==> config.mk <==
export PLATFORM = sky130hd
export DESIGN_NAME = h80cpu_uart_rx_io
export DESIGN_NICKNAME = d
export VERILOG_FILES = /design/src/rtl/h80cpu_uart_rx_io.sv
export SDC_FILE = /design/constraint.sdc
export NUM_CORES = 1
export LEC_CHECK = 0
export BUFFER_PORTS_ARGS = -buffer_cell sky130_fd_sc_hd__buf_2
export CAP_MARGIN = 20
export CORE_MARGIN = 2
export CORE_UTILIZATION = 40
export DETAILED_ROUTE_END_ITERATION = 6
export PLACE_DENSITY = 0.65
export SKIP_LAST_GASP = 1
export SLEW_MARGIN = 10
export SYNTH_ARGS = -nofsm -noshare
export SYNTH_HDL_FRONTEND = slang
export SYNTH_SLANG_ARGS = --single-unit
export TNS_END_PERCENT = 30
==> constraint.sdc <==
create_clock -name sysclk -period 7.8 [get_ports sysclk]
set_input_delay 0.39 -clock sysclk [delete_from_list [all_inputs] [get_ports sysclk]]
set_output_delay 0.39 -clock sysclk [all_outputs]
set_load 0.01 [all_outputs]
==> src/rtl/h80cpu_uart_rx_io.sv <==
// h80cpu UART receive responder: 8N1 deserialiser into a byte FIFO, drained by
// CPU reads over the run/done toggle handshake (CPU clk sampled on sysclk).
package h80cpu_bus_pkg;
  typedef enum logic [1:0] {
    bus_cmd_idle_b  = 2'd0,
    bus_cmd_read_b  = 2'd1,
    bus_cmd_write_b = 2'd2
  } bus_cmd_t;
endpackage

module h80cpu_uart_rx_io
  import h80cpu_bus_pkg::*;
#(
  parameter int CLK_FREQ   = 50000000,
  parameter int BAUD       = 115200,
  parameter int FIFO_DEPTH = 16,
  parameter int ADDR_W     = 16,
  parameter int DATA_W     = 32,
  parameter logic [ADDR_W-1:0] DATA_ADDR = 'h0001,
  parameter logic [ADDR_W-1:0] STAT_ADDR = 'h0002
) (
  input  logic              sysclk,
  input  logic              reset,
  input  logic              clk,
  input  logic [ADDR_W-1:0] addr,
  input  bus_cmd_t          cmd,
  input  logic              run,
  output logic [DATA_W-1:0] rd_data,
  output logic              done,
  input  logic              uart_rxp,
  output logic              rx_irq
);
  localparam int DIV  = CLK_FREQ / BAUD;
  localparam int HALF = DIV / 2;
  localparam int CW   = $clog2(DIV);
  localparam int AW   = $clog2(FIFO_DEPTH);

  typedef enum logic [2:0] {R_IDLE, R_START, R_DATA, R_STOP, R_WAIT_HIGH} rx_st_t;
  typedef enum logic {B_IDLE, B_WAIT_DATA} bus_st_t;

  logic [1:0]        r_sync;
  logic              w_rx_s;
  rx_st_t            r_rx_st, w_rx_nx;
  logic [CW-1:0]     r_cnt;
  logic [2:0]        r_bit;
  logic [7:0]        r_shreg;
  logic              w_tick_half, w_tick_bit, w_push, w_ferr;

  logic [7:0]        r_mem [FIFO_DEPTH];
  logic [AW-1:0]     r_wptr, r_rptr;
  logic [AW:0]       r_count, w_count_nx;
  logic              w_full, w_nempty, w_push_ok;
  logic              r_frame_err, r_overrun;

  bus_st_t           r_bus_st, w_bus_nx;
  logic              r_prev_clk, w_ev, w_pend;
  logic              w_pop, w_stat_rd;
  logic [DATA_W-1:0] w_stat;

  assign w_rx_s = r_sync[1];

  always_ff @(posedge sysclk) begin
    if (reset) r_sync <= 2'b11;
    else       r_sync <= {r_sync[0], uart_rxp};
  end

  // ---------------- RX deserialiser ----------------
  always_comb begin
    w_rx_nx     = r_rx_st;
    w_push      = 1'b0;
    w_ferr      = 1'b0;
    w_tick_half = (r_cnt == CW'(HALF - 1));
    w_tick_bit  = (r_cnt == CW'(DIV - 1));
    case (r_rx_st)
      R_IDLE:      if (!w_rx_s) w_rx_nx = R_START;
      R_START:     if (w_tick_half) w_rx_nx = w_rx_s ? R_IDLE : R_DATA;
      R_DATA:      if (w_tick_bit && r_bit == 3'd7) w_rx_nx = R_STOP;
      R_STOP: if (w_tick_bit) begin
        if (w_rx_s) begin w_push = 1'b1; w_rx_nx = R_IDLE; end
        else        begin w_ferr = 1'b1; w_rx_nx = R_WAIT_HIGH; end
      end
      R_WAIT_HIGH: if (w_rx_s) w_rx_nx = R_IDLE;
      default:     w_rx_nx = R_IDLE;
    endcase
  end

  always_ff @(posedge sysclk) begin
    if (reset) begin
      r_rx_st <= R_IDLE;
      r_cnt   <= '0;
      r_bit   <= '0;
      r_shreg <= '0;
    end else begin
      r_rx_st <= w_rx_nx;
      // counter restarts on every state change and at each bit boundary
      r_cnt   <= (w_rx_nx != r_rx_st || w_tick_bit) ? '0 : r_cnt + CW'(1);
      if (r_rx_st == R_START) r_bit <= '0;
      else if (r_rx_st == R_DATA && w_tick_bit) begin
        r_bit   <= r_bit + 3'd1;
        r_shreg <= {w_rx_s, r_shreg[7:1]};
      end
    end
  end

  // ---------------- FIFO ----------------
  assign w_full     = (r_count == (AW+1)'(FIFO_DEPTH));
  assign w_nempty   = (r_count != '0);
  assign w_push_ok  = w_push && !w_full;
  assign w_count_nx = r_count + (AW+1)'(w_push_ok) - (AW+1)'(w_pop);

  always_ff @(posedge sysclk) begin
    if (w_push_ok) r_mem[r_wptr] <= r_shreg;
  end

  always_ff @(posedge sysclk) begin
    if (reset) begin
      r_wptr      <= '0;
      r_rptr      <= '0;
      r_count     <= '0;
      r_frame_err <= 1'b0;
      r_overrun   <= 1'b0;
      rx_irq      <= 1'b0;
    end else begin
      if (w_push_ok) r_wptr <= r_wptr + AW'(1);
      if (w_pop)     r_rptr <= r_rptr + AW'(1);
      r_count <= w_count_nx;
      rx_irq  <= (w_count_nx != '0);
      // a new error in the same cycle as a status read survives the clear
      if (w_ferr)              r_frame_err <= 1'b1;
      else if (w_stat_rd)      r_frame_err <= 1'b0;
      if (w_push && w_full)    r_overrun   <= 1'b1;
      else if (w_stat_rd)      r_overrun   <= 1'b0;
    end
  end

  // ---------------- bus responder ----------------
  assign w_ev   = !r_prev_clk && clk;
  assign w_pend = (run != done);

  always_comb begin
    w_stat        = '0;
    w_stat[0]     = w_nempty;
    w_stat[1]     = r_frame_err;
    w_stat[2]     = r_overrun;
    w_stat[15:8]  = 8'(r_count);
  end

  always_comb begin
    w_bus_nx  = r_bus_st;
    w_pop     = 1'b0;
    w_stat_rd = 1'b0;
    case (r_bus_st)
      B_IDLE: if (w_ev && w_pend && cmd == bus_cmd_read_b) begin
        if (addr == DATA_ADDR) begin
          if (w_nempty) w_pop = 1'b1;
          else          w_bus_nx = B_WAIT_DATA;
        end else if (addr == STAT_ADDR) w_stat_rd = 1'b1;
      end
      B_WAIT_DATA: if (w_ev && w_nempty) begin
        w_pop    = 1'b1;
        w_bus_nx = B_IDLE;
      end
      default: w_bus_nx = B_IDLE;
    endcase
  end

  always_ff @(posedge sysclk) begin
    if (reset) begin
      r_bus_st   <= B_IDLE;
      r_prev_clk <= 1'b0;
      rd_data    <= '0;
      done       <= 1'b0;
    end else begin
      r_bus_st   <= w_bus_nx;
      r_prev_clk <= clk;
      if (w_pop) begin
        rd_data <= DATA_W'(r_mem[r_rptr]);
        done    <= !done;
      end else if (w_stat_rd) begin
        rd_data <= w_stat;
        done    <= !done;
      end
    end
  end
endmodule
==> results of run 1 <==
## layout make-up
class | count | area (sq um) | area share (%)
flip-flops and latches | 189 | 5070 | 57.5
multi-input cells | 313 | 2560 | 29.0
clock buffers | 22 | 464 | 5.26
well taps | 265 | 332 | 3.76
repair buffers | 44 | 238 | 2.70
clock inverters | 10 | 114 | 1.29
inverters | 12 | 45.0 | 0.511
## cells in the final DEF (no fill, tap or decap), types with 5 or more instances in the layout
cell type / n
buf_2: 37
nor3_1: 9
a21oi_1: 20
nor2b_1: 12
ha_1: 15
buf_4: 7
nor2_1: 53
o21ai_0: 6
nand3_1: 12
mux4_2: 32
a211oi_1: 6
nand2_1: 19
inv_1: 12
mux2i_1: 24
edfxtp_1: 128
nand2b_1: 8
dfxtp_1: 60
conb_1: 19
xor2_1: 7
a32o_1: 5
clkbuf_16: 17
xnor2_1: 9
and3_1: 5
## metrics by stage
| stage | worst slack [ns] | hold slack (ns) | total power [mW] |
|---|---|---|---|
| 2_1_floorplan | 4.47 | 0.389 | 1.11 |
| 3_3_place_gp | 4.25 | 0.403 | 1.11 |
| 3_5_place_dp | 4.20 | 0.405 | 1.11 |
| 4_1_cts | 4.26 | 0.121 | 1.95 |
| 5_1_grt | 3.81 | 0.134 | 1.99 |
| 6_report | 4.26 | 0.135 | 1.94 |
## cell families (layout without fill, tap and decap cells)
group | after synthesis | count (layout)
other | 1 | 19
AO/OA/AOI/OAI | 60 | 60
XOR/XNOR | 16 | 16
AND/OR/NAND/NOR | 144 | 144
adder cells (fa/ha/maj) | 16 | 16
flip-flops | 189 | 189
multiplexers | 58 | 58
buffers and inverters | 55 | 88
## worst min path at each step
stage	endpoint	slack (ns)	start	depth (start not counted)
after floorplan	r_sync[1]$_SDFF_PP1_	0.39	r_sync[0]$_SDFF_PP1_	1
after global placement	r_sync[1]$_SDFF_PP1_	0.40	r_sync[0]$_SDFF_PP1_	1
after detailed placement	r_sync[1]$_SDFF_PP1_	0.41	r_sync[0]$_SDFF_PP1_	1
after CTS	r_sync[0]$_SDFF_PP1_	0.12	uart_rxp	2
after global routing	r_sync[0]$_SDFF_PP1_	0.13	uart_rxp	2
final	r_sync[0]$_SDFF_PP1_	0.14	uart_rxp	2
## state kept, by name, indices dropped and copies added, names as in the netlist, named ones only
name / flops
done: 1
r_rptr: 4
r_cnt: 9
r_mem: 128
r_count: 5
r_prev_clk: 1
r_bit: 3
r_overrun: 1
r_shreg: 8
r_sync: 2
r_frame_err: 1
rx_irq: 1
r_rx_st: 3
r_bus_st: 1
r_wptr: 4
rd_data: 13
## where the power goes
| part | leakage, nW | internal, mW | switching (mW) |
|---|---|---|---|
| clock network | 0.285 | 0.490 | 0.363 |
| logic | 1.01 | 0.00915 | 0.0163 |
| registers | 1.68 | 1.06 | 0.00236 |
| total | 2.97 | 1.56 | 0.382 |
## layer usage
layer  global-route usage, %  share of wire, %  wire (um)  vias up
met1                    20.2                44       6920     2235
li1                        -                 -          -     2076
met5                       0                 0          0        -
met3                    3.23               3.5        547       23
met4                    7.17               2.1        332        0
met2                    27.4                50       7790       91
## critical path: stages (launching register included)
cell,delay (ns)
dfxtp_1,0.40
ha_1,0.18
nand4b_1,0.15
nor4_1,0.68
and2_0,0.42
or3_1,0.23
nand2_1,0.07
ha_1,0.21
fa_1,0.42
a21oi_1,0.16
nor2_1,0.05
nor2_1,0.11
xnor2_1,0.15
a41oi_1,0.14
==> metrics.md, run 1 <==
| Metric | Value |
|---|---|
| Post-Synth Simple-Gate Area | `9.44%` |
| Placeable core region | `0.0193 sq mm` |
| Power Density | `220 mW/mm^2` |
| #FFs+latches synth | `189` |
| Ant. Diodes | `0` |
| Final hold vios | `0` |
| DR iter-0 viols | `395` |
| DR pass1 iterations | `4` |
| Die width | `144 um` |
| Routed len/inst | `18.2 um` |
| Post-Synth XOR/XNOR Area | `1.79%` |
| Worst-case clock buffer depth | `2` |
| Leak pwr | `2.97 nW` |
| CP endpoint kind | `flop` |
| Crit path launch | `r_cnt[0]$_SDFF_PP0_` |
| Vias in the first global route | `4475` |
| ANT nets after route | `0` |
| R2R Setup Slk | `4.26 ns` |
| Kind of critical path | `reg2reg` |
| WP data required | `8.07 ns` |
| Crit path launch type | `flop` |
| Worst slew pin tran | `1.03 ns` |
| H-tree levels | `4` |
| GRT overflow | `0` |
| # rows | `51` |
| Final clock skew | `0.00730 ns` |
| FF-to-FF End | `rx_irq$_SDFF_PP0_` |
| # DRC | `0` |
| CTS tree | `yes` |
| Post-synth top area cell | `edfxtp_1` |
| Hold_buf cts | `0` |
| Sequential area share after synthesis | `64.6%` |
| Final Non-Filler Cells | `855` |
| Synthesis-to-finish area growth | `12.5%` |
| Post-synthesis cell area | `0.00784 sq mm` |
| CTS Sinks | `189` |
| Yosys cell types | `56` |
| Critical Path AT | `3.81 ns` |
| Io pins | `57` |
| CP endpoint | `rx_irq$_SDFF_PP0_` |
| Status | `finished clean` |
| Top cells by count, synth | `edfxtp_1, dfxtp_1, nor2_1` |
| Post-CTS Setup Bufs | `0` |
| Async S/R FF share, synth | `0%` |
| Pins Over Slew Limit | `0` |
| DR vias/cell | `5.18` |
| First-pass GRT wire length | `24.5 mm` |
| Buffers on Ports | `37` |
| Resize count post-CTS | `0` |
| Die Span Y | `144 um` |
| CTS clk-pin slew, worst paths | `0.07 ns` |
| Initial antenna violation count | `0` |
| Max VDD drop | `92.7 uV` |
| Post-synth top area share | `49.1%` |
| Max-cap check violation count | `0` |
| Synth Area in Compound Gates | `5.25%` |
| Final setup TNS | `0 ns` |
| Die area | `0.0207 sq mm` |
| Portion of netlist area occupied by mux cells | `12.6%` |
| Synth area leaders | `edfxtp_1, dfxtp_1, mux4_2, mux2i_1, nor2_1` |
| Setup violators final | `0` |
| Hold Crit Class | `in2reg` |
| Synth warn | `0` |
| Fin crit share | `45.4%` |
| Routed wire length | `15.6 mm` |
| Clock root buffer | `clkbuf_16` |
| Min cycle time layout | `3.54 ns` |
| Routability cong. | `0.747` |
| Crit Path Max Fanout | `7` |
| Filler cells | `1680` |
| Main flop type after synthesis | `edfxtp_1` |
| Largest net degree at the start of global routing | `45` |
| Total Routing Usage GR | `16.2%` |
| Initial core utilization | `40.5%` |
| Finished Core Util | `45.6%` |
| Register-to-Register Path Depth | `13` |
| Num CTS Buffers | `17` |
| Number of flops mapped to enable cells by yosys | `128` |
| Highest clock rate | `0.282 GHz` |
| Synthesized area per cell | `14.5 sq um` |
| Area after DPL | `0.00824 sq mm` |
| Vias post-DR | `4425` |
| Hpwl dp | `9.86 mm` |
| Max_slew headroom | `31.0%` |
| Reg2reg start | `r_cnt[0]$_SDFF_PP0_` |
| Most common cell in the netlist | `edfxtp_1` |
| Unrepaired setup endpoints after global routing | `false` |
| Fin area | `0.00882 sq mm` |
| Final nets | `616` |
| Layout cell share with drive strength beyond 1 | `20.0%` |
| Post-Syn Instances | `539` |
| Largest family of logic cells by synthesized area | `multiplexers` |
| DP Cell Count | `823` |
| Post-synthesis adder-cell area fraction | `2.65%` |
| Clock Latency Late Sink | `0.43 ns` |
Power figures use the tool's default switching activity.
==> run 2: changes to the inputs <==
==> constraint.sdc (replaced) <==
create_clock -name sysclk -period 3.3 [get_ports sysclk]
set_input_delay 0.165 -clock sysclk [delete_from_list [all_inputs] [get_ports sysclk]]
set_output_delay 0.165 -clock sysclk [all_outputs]
set_load 0.01 [all_outputs]
==> metrics.md, run 2 (synthesis gave the netlist of run 1 again) <==
| Metric | Value |
|---|---|
| Max_slew headroom | `45.1% (+14 points)` |
| CTS tree | `yes` |
| Vias post-DR | `4495 (+1.6%)` |
| Setup violators final | `0 (unchanged)` |
| Most frequent cells in the layout | `edfxtp_1, dfxtp_1, nor2_1` |
| Post-CTS Setup Bufs | `0 (unchanged)` |
| WHS Endpoint | `rd_data[11]$_SDFFE_PP0P_` |
| Min cycle time layout | `3.00 ns (-0.543 ns)` |
| First-pass GRT wire length | `24.2 mm (-1.2%)` |
| Final setup TNS | `0 ns (unchanged)` |
| Routed len/inst | `17.6 um (-3.2%)` |
| Vias in the first global route | `4485 (+0.22%)` |
| Biggest register | `r_mem` |
| Routability cong. | `0.795 (+6.4%)` |
| CTS Sinks | `189 (unchanged)` |
| Die area | `0.0207 sq mm (unchanged)` |
| FF-to-FF End | `rx_irq$_SDFF_PP0_` |
| CP Buf/Inv Count | `2 (+2)` |
| # rows | `51 (unchanged)` |
| Max-cap check violation count | `0 (unchanged)` |
| Unrepaired setup endpoints after global routing | `false` |
| Synthesis-to-finish area growth | `14.5%` |
| DR iter-0 viols | `418 (+5.8%)` |
| Total Routing Usage GR | `16.0% (-0.27 points)` |
| Status | `finished clean` |
| Power Density | `501 mW/mm^2 (+130%)` |
| Initial core utilization | `40.5% (unchanged)` |
| CTS clk-pin slew, worst paths | `0.07 ns (about the same)` |
| HP Start | `addr[1]` |
| DP Cell Count | `842 (+2.3%)` |
| CP peak stage delay | `0.40 ns (-0.28 ns)` |
| Slowest cell on crit path | `fa_1` |
| Highest clock rate | `0.333 GHz (+18%)` |
| Num CTS Buffers | `17 (unchanged)` |
| GRT overflow | `0 (unchanged)` |
| Leak pwr | `3.07 nW (+3.3%)` |
| Die Span Y | `144 um (unchanged)` |
| Filler cells | `1674 (-0.36%)` |
| Final hold vios | `0 (unchanged)` |
| Largest regs | `r_mem: 128 flops, rd_data: 13 flops, r_cnt: 9 flops` |
| Max VDD drop | `303 uV (+230%)` |
| Ant. Diodes | `0 (unchanged)` |
| Layout cell share with drive strength beyond 1 | `22.4% (+2.4 points)` |
| Routed wire length | `15.5 mm (-0.86%)` |
| Register-to-Register Path Depth | `15 (+2)` |
| Die width | `144 um (unchanged)` |
| Crit Path Max Fanout | `6 (-1)` |
| ANT nets after route | `0 (unchanged)` |
| Kind of critical path | `reg2reg` |
| Io pins | `57 (unchanged)` |
| Worst-case clock buffer depth | `2 (unchanged)` |
| Finished Core Util | `46.4% (+0.80 points)` |
| Hold_ws | `0.186 ns (+0.0506 ns)` |
| # DRC | `0 (unchanged)` |
| Clock root buffer | `clkbuf_16` |
| DR pass1 iterations | `6 (+2)` |
| Hpwl dp | `10.1 mm (+2.8%)` |
| Fin crit share | `90.9% (+45 points)` |
| Largest register FFs | `128 (unchanged)` |
| Crit path launch type | `flop` |
| Hold path depth | `5 (+3)` |
| DR vias/cell | `5.13 (-0.85%)` |
| Final Non-Filler Cells | `876 (+2.5%)` |
| Placeable core region | `0.0193 sq mm (unchanged)` |
| Critical path's top delay family | `simple AND/OR/NAND/NOR gates` |
| Hold Crit Class | `in2reg` |
| Clock Latency Late Sink | `0.44 ns (about the same)` |
| Commonest non-fill, non-tap cell in the layout | `edfxtp_1` |
| Pins Over Slew Limit | `0 (unchanged)` |
| CP endpoint kind | `flop` |
| Worst slew pin tran | `0.823 ns (-0.208 ns)` |
| R2R Setup Slk | `0.30 ns (-3.96 ns)` |
| Initial antenna violation count | `0 (unchanged)` |
| Final clock skew | `0.00956 ns (+0.00226 ns)` |
| Largest net degree at the start of global routing | `45 (unchanged)` |
| Final nets | `637 (+3.4%)` |
| Critical Path AT | `3.27 ns (-0.54 ns)` |
| WP data required | `3.57 ns (-4.50 ns)` |
| Reg2reg start | `r_count[2]$_SDFF_PP0_` |
| Critical path, cell by cell | `inv_1 -> ha_1 -> nand4bb_1 -> and3_1 -> and2_0 -> buf_4 -> o21ai_0 -> nand2_1 -> ha_1 -> fa_1 -> a21oi_1 -> nor2_1 -> nor2_1 -> xnor2_1 -> a41oi_1` |
| H-tree levels | `4 (unchanged)` |
| Buffers on Ports | `37 (unchanged)` |
run 2: cell types whose count changed in the layout (fill, tap and decap cells not counted), sizes merged:
cell | previous run | this run
bufinv | 2 | 1
clkbuf | 22 | 18
clkinv | 4 | 9
dlygate4sd3 | 0 | 2
buf | 44 | 63
run 2: metrics by stage:
stage,power [mW],setup WS [ns],area (sq um)
floorplan,2.61,0.192,7900
global placement,2.62,0.0913,8390
global route,4.62,0.0553,8970
detailed placement,2.62,-0.0169,8390
finish,4.50,0.300,8970
CTS,4.53,0.250,8960
run 2: final cells by class:
type / instances / area [sq um] / share of cell area, %
clock buffers: 18 / 439 / 4.90
clock inverters: 14 / 116 / 1.30
inverters: 12 / 45.0 / 0.502
multi-input cells: 313 / 2560 / 28.5
flip-flops and latches: 189 / 5070 / 56.5
well taps: 265 / 332 / 3.70
repair buffers: 65 / 413 / 4.60
run 2: worst reg2reg max path: stages, from the launching register on:
cell and delay, ns:
dfxtp_1 0.34, inv_1 0.10, ha_1 0.21, nand4bb_1 0.15, and3_1 0.25, and2_0 0.17
buf_4 0.16, o21ai_0 0.10, nand2_1 0.10, ha_1 0.22, fa_1 0.40, a21oi_1 0.16
nor2_1 0.05, nor2_1 0.11, xnor2_1 0.17, a41oi_1 0.16
run 2: how the worst max path moves through the flow:
stage / startpoint / end / cells after the start
after floorplan: cmd[1] / rx_irq$_SDFF_PP0_ / 11
after global placement: cmd[1] / rx_irq$_SDFF_PP0_ / 11
after detailed placement: cmd[1] / rx_irq$_SDFF_PP0_ / 13
after CTS: r_cnt[0]$_SDFF_PP0_ / rx_irq$_SDFF_PP0_ / 13
after global routing: r_cnt[0]$_SDFF_PP0_ / rx_irq$_SDFF_PP0_ / 13
final: r_count[2]$_SDFF_PP0_ / rx_irq$_SDFF_PP0_ / 15
run 2: routing by layer:
| metal | GRT usage (%) | vias up | share of wire, % |
|---|---|---|---|
| li1 | - | 2109 | - |
| met1 | 20.1 | 2263 | 44 |
| met2 | 26.9 | 106 | 50 |
| met3 | 3.03 | 17 | 4.1 |
| met4 | 6.97 | 0 | 1.6 |
| met5 | 0 | - | 0 |
run 2: what timing repair did:
action / CTS / global route
endpoints found under the hold margin: 2 / 0
endpoints found under the setup margin: 0 / 1
gates resized for setup: 0 / 1
hold buffers: 2 / 0
run 2: power breakdown:
part,switching [mW],internal (mW),leakage [nW],total [mW]
Sequential,0.00567,2.50,1.68,2.51
Clock,0.871,1.06,0.273,1.93
Combinational,0.0395,0.0231,1.12,0.0626
==> run 3: changes to the inputs <==
--- a/config.mk
+++ b/config.mk
@@ -8,9 +8,9 @@
 export BUFFER_PORTS_ARGS = -buffer_cell sky130_fd_sc_hd__buf_2
 export CAP_MARGIN = 20
 export CORE_MARGIN = 2
-export CORE_UTILIZATION = 40
+export CORE_UTILIZATION = 45
 export DETAILED_ROUTE_END_ITERATION = 6
-export PLACE_DENSITY = 0.65
+export PLACE_DENSITY = 0.7
 export SKIP_LAST_GASP = 1
 export SLEW_MARGIN = 10
 export SYNTH_ARGS = -nofsm -noshare
==> metrics.md, run 3 (synthesis gave the netlist of run 1 again) <==
| Metric | Value |
|---|---|
| CP peak stage delay | `0.40 ns (about the same)` |
| Final nets | `638 (+0.16%)` |
| Worst slew pin tran | `0.884 ns (+0.0611 ns)` |
| Filler cells | `1421 (-15%)` |
| FF-to-FF End | `rx_irq$_SDFF_PP0_` |
| Highest clock rate | `0.332 GHz (-0.51%)` |
| Leak pwr | `3.09 nW (+0.66%)` |
| Vias post-DR | `4640 (+3.2%)` |
| Clk pwr share | `43.9% (+1.0 points)` |
| Commonest non-fill, non-tap cell in the layout | `edfxtp_1` |
| Worst path depth | `15 (unchanged)` |
| # DRC | `0 (unchanged)` |
| WP data required | `3.57 ns (about the same)` |
| Max-cap check violation count | `0 (unchanged)` |
| Worst-case clock buffer depth | `2 (unchanged)` |
| Routed wire length | `15.8 mm (+2.2%)` |
| ANT nets after route | `0 (unchanged)` |
| Max VDD drop | `373 uV (+23%)` |
| Reg power frac | `54.7% (-1.0 points)` |
| Max_slew headroom | `40.8% (-4.4 points)` |
| H-tree levels | `4 (unchanged)` |
| Layout cell share with drive strength beyond 1 | `23.0% (+0.62 points)` |
| CTS tree | `yes` |
| Psw | `1.03 mW (+12%)` |
| Final clock skew | `0.0114 ns (+0.00184 ns)` |
| Initial antenna violation count | `0 (unchanged)` |
| CP endpoint | `rx_irq$_SDFF_PP0_` |
| Largest register FFs | `128 (unchanged)` |
| # rows | `48 (-5.9%)` |
| Final setup TNS | `0 ns (unchanged)` |
| Register-to-Register Path Depth | `15 (unchanged)` |
| Largest net degree at the start of global routing | `45 (unchanged)` |
| CP endpoint kind | `flop` |
| Critical Path AT | `3.28 ns (about the same)` |
| Crit path launch type | `flop` |
| Post-CTS Setup Bufs | `0 (unchanged)` |
| Routability cong. | `0.821 (+3.2%)` |
| Ant. Diodes | `0 (unchanged)` |
| Status | `finished clean` |
| Pins Over Slew Limit | `0 (unchanged)` |
| Critical path, cell by cell | `inv_1 -> ha_1 -> nand4bb_1 -> and3_1 -> and2_0 -> buf_4 -> o21ai_0 -> nand2_1 -> ha_1 -> fa_1 -> a21oi_1 -> nor2_1 -> nor2_1 -> xnor2_1 -> a41oi_1` |
| CTS clk-pin slew, worst paths | `0.08 ns (about the same)` |
| Fin crit share | `91.4% (+0.47 points)` |
| Crit path launch | `r_count[3]$_SDFF_PP0_` |
| CP Buf/Inv Count | `2 (unchanged)` |
| Initial core utilization | `45.6% (+5.1 points)` |
| Cell-internal power | `3.55 mW (-0.91%)` |
| First-pass GRT wire length | `24.7 mm (+2.0%)` |
| Crit Path Max Fanout | `6 (unchanged)` |
| Critical path's top delay family | `simple AND/OR/NAND/NOR gates` |
| Finished Core Util | `52.1% (+5.7 points)` |
| Logic pwr share | `1.4% (about the same)` |
| Sw Ratio | `22.5% (+2.1 points)` |
| DR iter-0 viols | `303 (-28%)` |
| Clock root buffer | `clkbuf_16` |
| Num CTS Buffers | `17 (unchanged)` |
| Min cycle time layout | `3.01 ns (+0.0154 ns)` |
| Largest regs | `r_mem: 128 flops, rd_data: 13 flops, r_cnt: 9 flops` |
| R2R Setup Slk | `0.29 ns (-0.02 ns)` |
| GRT overflow | `0 (unchanged)` |
| Die width | `136 um (-5.6%)` |
| Biggest register | `r_mem` |
| DR vias/cell | `5.54 (+8.0%)` |
| CTS Sinks | `189 (unchanged)` |
| Routed len/inst | `18.9 um (+6.9%)` |
| Hold Crit Class | `in2reg` |
| Slowest cell on crit path | `fa_1` |
| Io pins | `57 (unchanged)` |
| Die Span Y | `136 um (-5.6%)` |
| Vias in the first global route | `4540 (+1.2%)` |
| Hpwl dp | `10.5 mm (+3.5%)` |
| Clock Latency Late Sink | `0.43 ns (about the same)` |
| Die area | `0.0185 sq mm (-11%)` |
| Placeable core region | `0.0172 sq mm (-11%)` |
| Power Density | `511 mW/mm^2 (+2.0%)` |
| Unrepaired setup endpoints after global routing | `false` |
| Final hold vios | `0 (unchanged)` |
| Reg2reg start | `r_count[3]$_SDFF_PP0_` |
| Kind of critical path | `reg2reg` |
| Most frequent cells in the layout | `edfxtp_1, dfxtp_1, nor2_1` |
| Total Routing Usage GR | `18.2% (+2.2 points)` |
| Synthesis-to-finish area growth | `14.3%` |
| Setup violators final | `0 (unchanged)` |
| Buffers on Ports | `37 (unchanged)` |
| DR pass1 iterations | `5 (-1)` |
run 3: cell count changes in the layout (fill, tap and decap cells not counted), sizes merged:
cell / delta
clkinv: -4
clkinvlp: -1
bufinv: -1
clkbuf: -1
buf: +1
inv: +7
run 3: worst min-delay path by stage:
stage	from	to	depth (start not counted)
finish	addr[1]	rd_data[11]$_SDFFE_PP0P_	5
global route	addr[1]	rd_data[11]$_SDFFE_PP0P_	5
CTS	addr[1]	rd_data[11]$_SDFFE_PP0P_	5
detailed placement	uart_rxp	r_sync[0]$_SDFF_PP1_	2
global placement	uart_rxp	r_sync[0]$_SDFF_PP1_	2
floorplan	uart_rxp	r_sync[0]$_SDFF_PP1_	1
run 3: worst reg2reg max path: stages (launching register included):
cell	delay, ns
dfxtp_1	0.34
inv_1	0.09
ha_1	0.22
nand4bb_1	0.16
and3_1	0.27
and2_0	0.19
buf_4	0.17
o21ai_0	0.08
nand2_1	0.09
ha_1	0.21
fa_1	0.40
a21oi_1	0.17
nor2_1	0.05
nor2_1	0.12
xnor2_1	0.16
a41oi_1	0.14
run 3: layer usage:
metal	up-vias	part of all wire [%]	global-route usage, %
met4	0	2.0	6.94
met3	19	5.1	4.14
met2	137	52	30.2
met5	-	0	0
met1	2365	41	23.4
li1	2119	-	-
run 3: timing repair:
item	4_1_cts	5_1_grt
gates resized for setup	0	1
hold buffers	2	0
setup endpoints to repair	0	1
hold endpoints to repair	2	0
run 3: area by class of cell:
class / instances / area [sq um] / area share, %
clock buffer: 17 / 425 / 4.75
clock inverter: 15 / 166 / 1.86
inverter: 12 / 45.0 / 0.503
multi-input combinational: 313 / 2560 / 28.6
sequential: 189 / 5070 / 56.6
tap: 225 / 282 / 3.14
timing repair buffer: 66 / 408 / 4.56
run 3: power groups by stage:
stage	registers, mW	clock network [mW]	logic, mW
CTS	2.50	2.04	0.0621
global route	2.51	2.15	0.0712
finish	2.50	2.01	0.0626
global placement	2.56	0	0.0574
floorplan	2.56	0	0.0573
detailed placement	2.56	0	0.0601
run 3: metrics by stage:
| step | instance area, sq um | worst slack (ns) | hold WS (ns) | instances | power, mW |
|---|---|---|---|---|---|
| after CTS | 8950 | 0.261 | 0.159 | 837 | 4.61 |
| after global routing | 8950 | 0.0179 | 0.192 | 837 | 4.73 |
| final | 8950 | 0.285 | 0.179 | 837 | 4.58 |
| after detailed placement | 8330 | 0.0454 | 0.356 | 803 | 2.62 |
| after floorplan | 7900 | 0.192 | 0.269 | 557 | 2.61 |
| after global placement | 8330 | 0.102 | 0.355 | 803 | 2.62 |
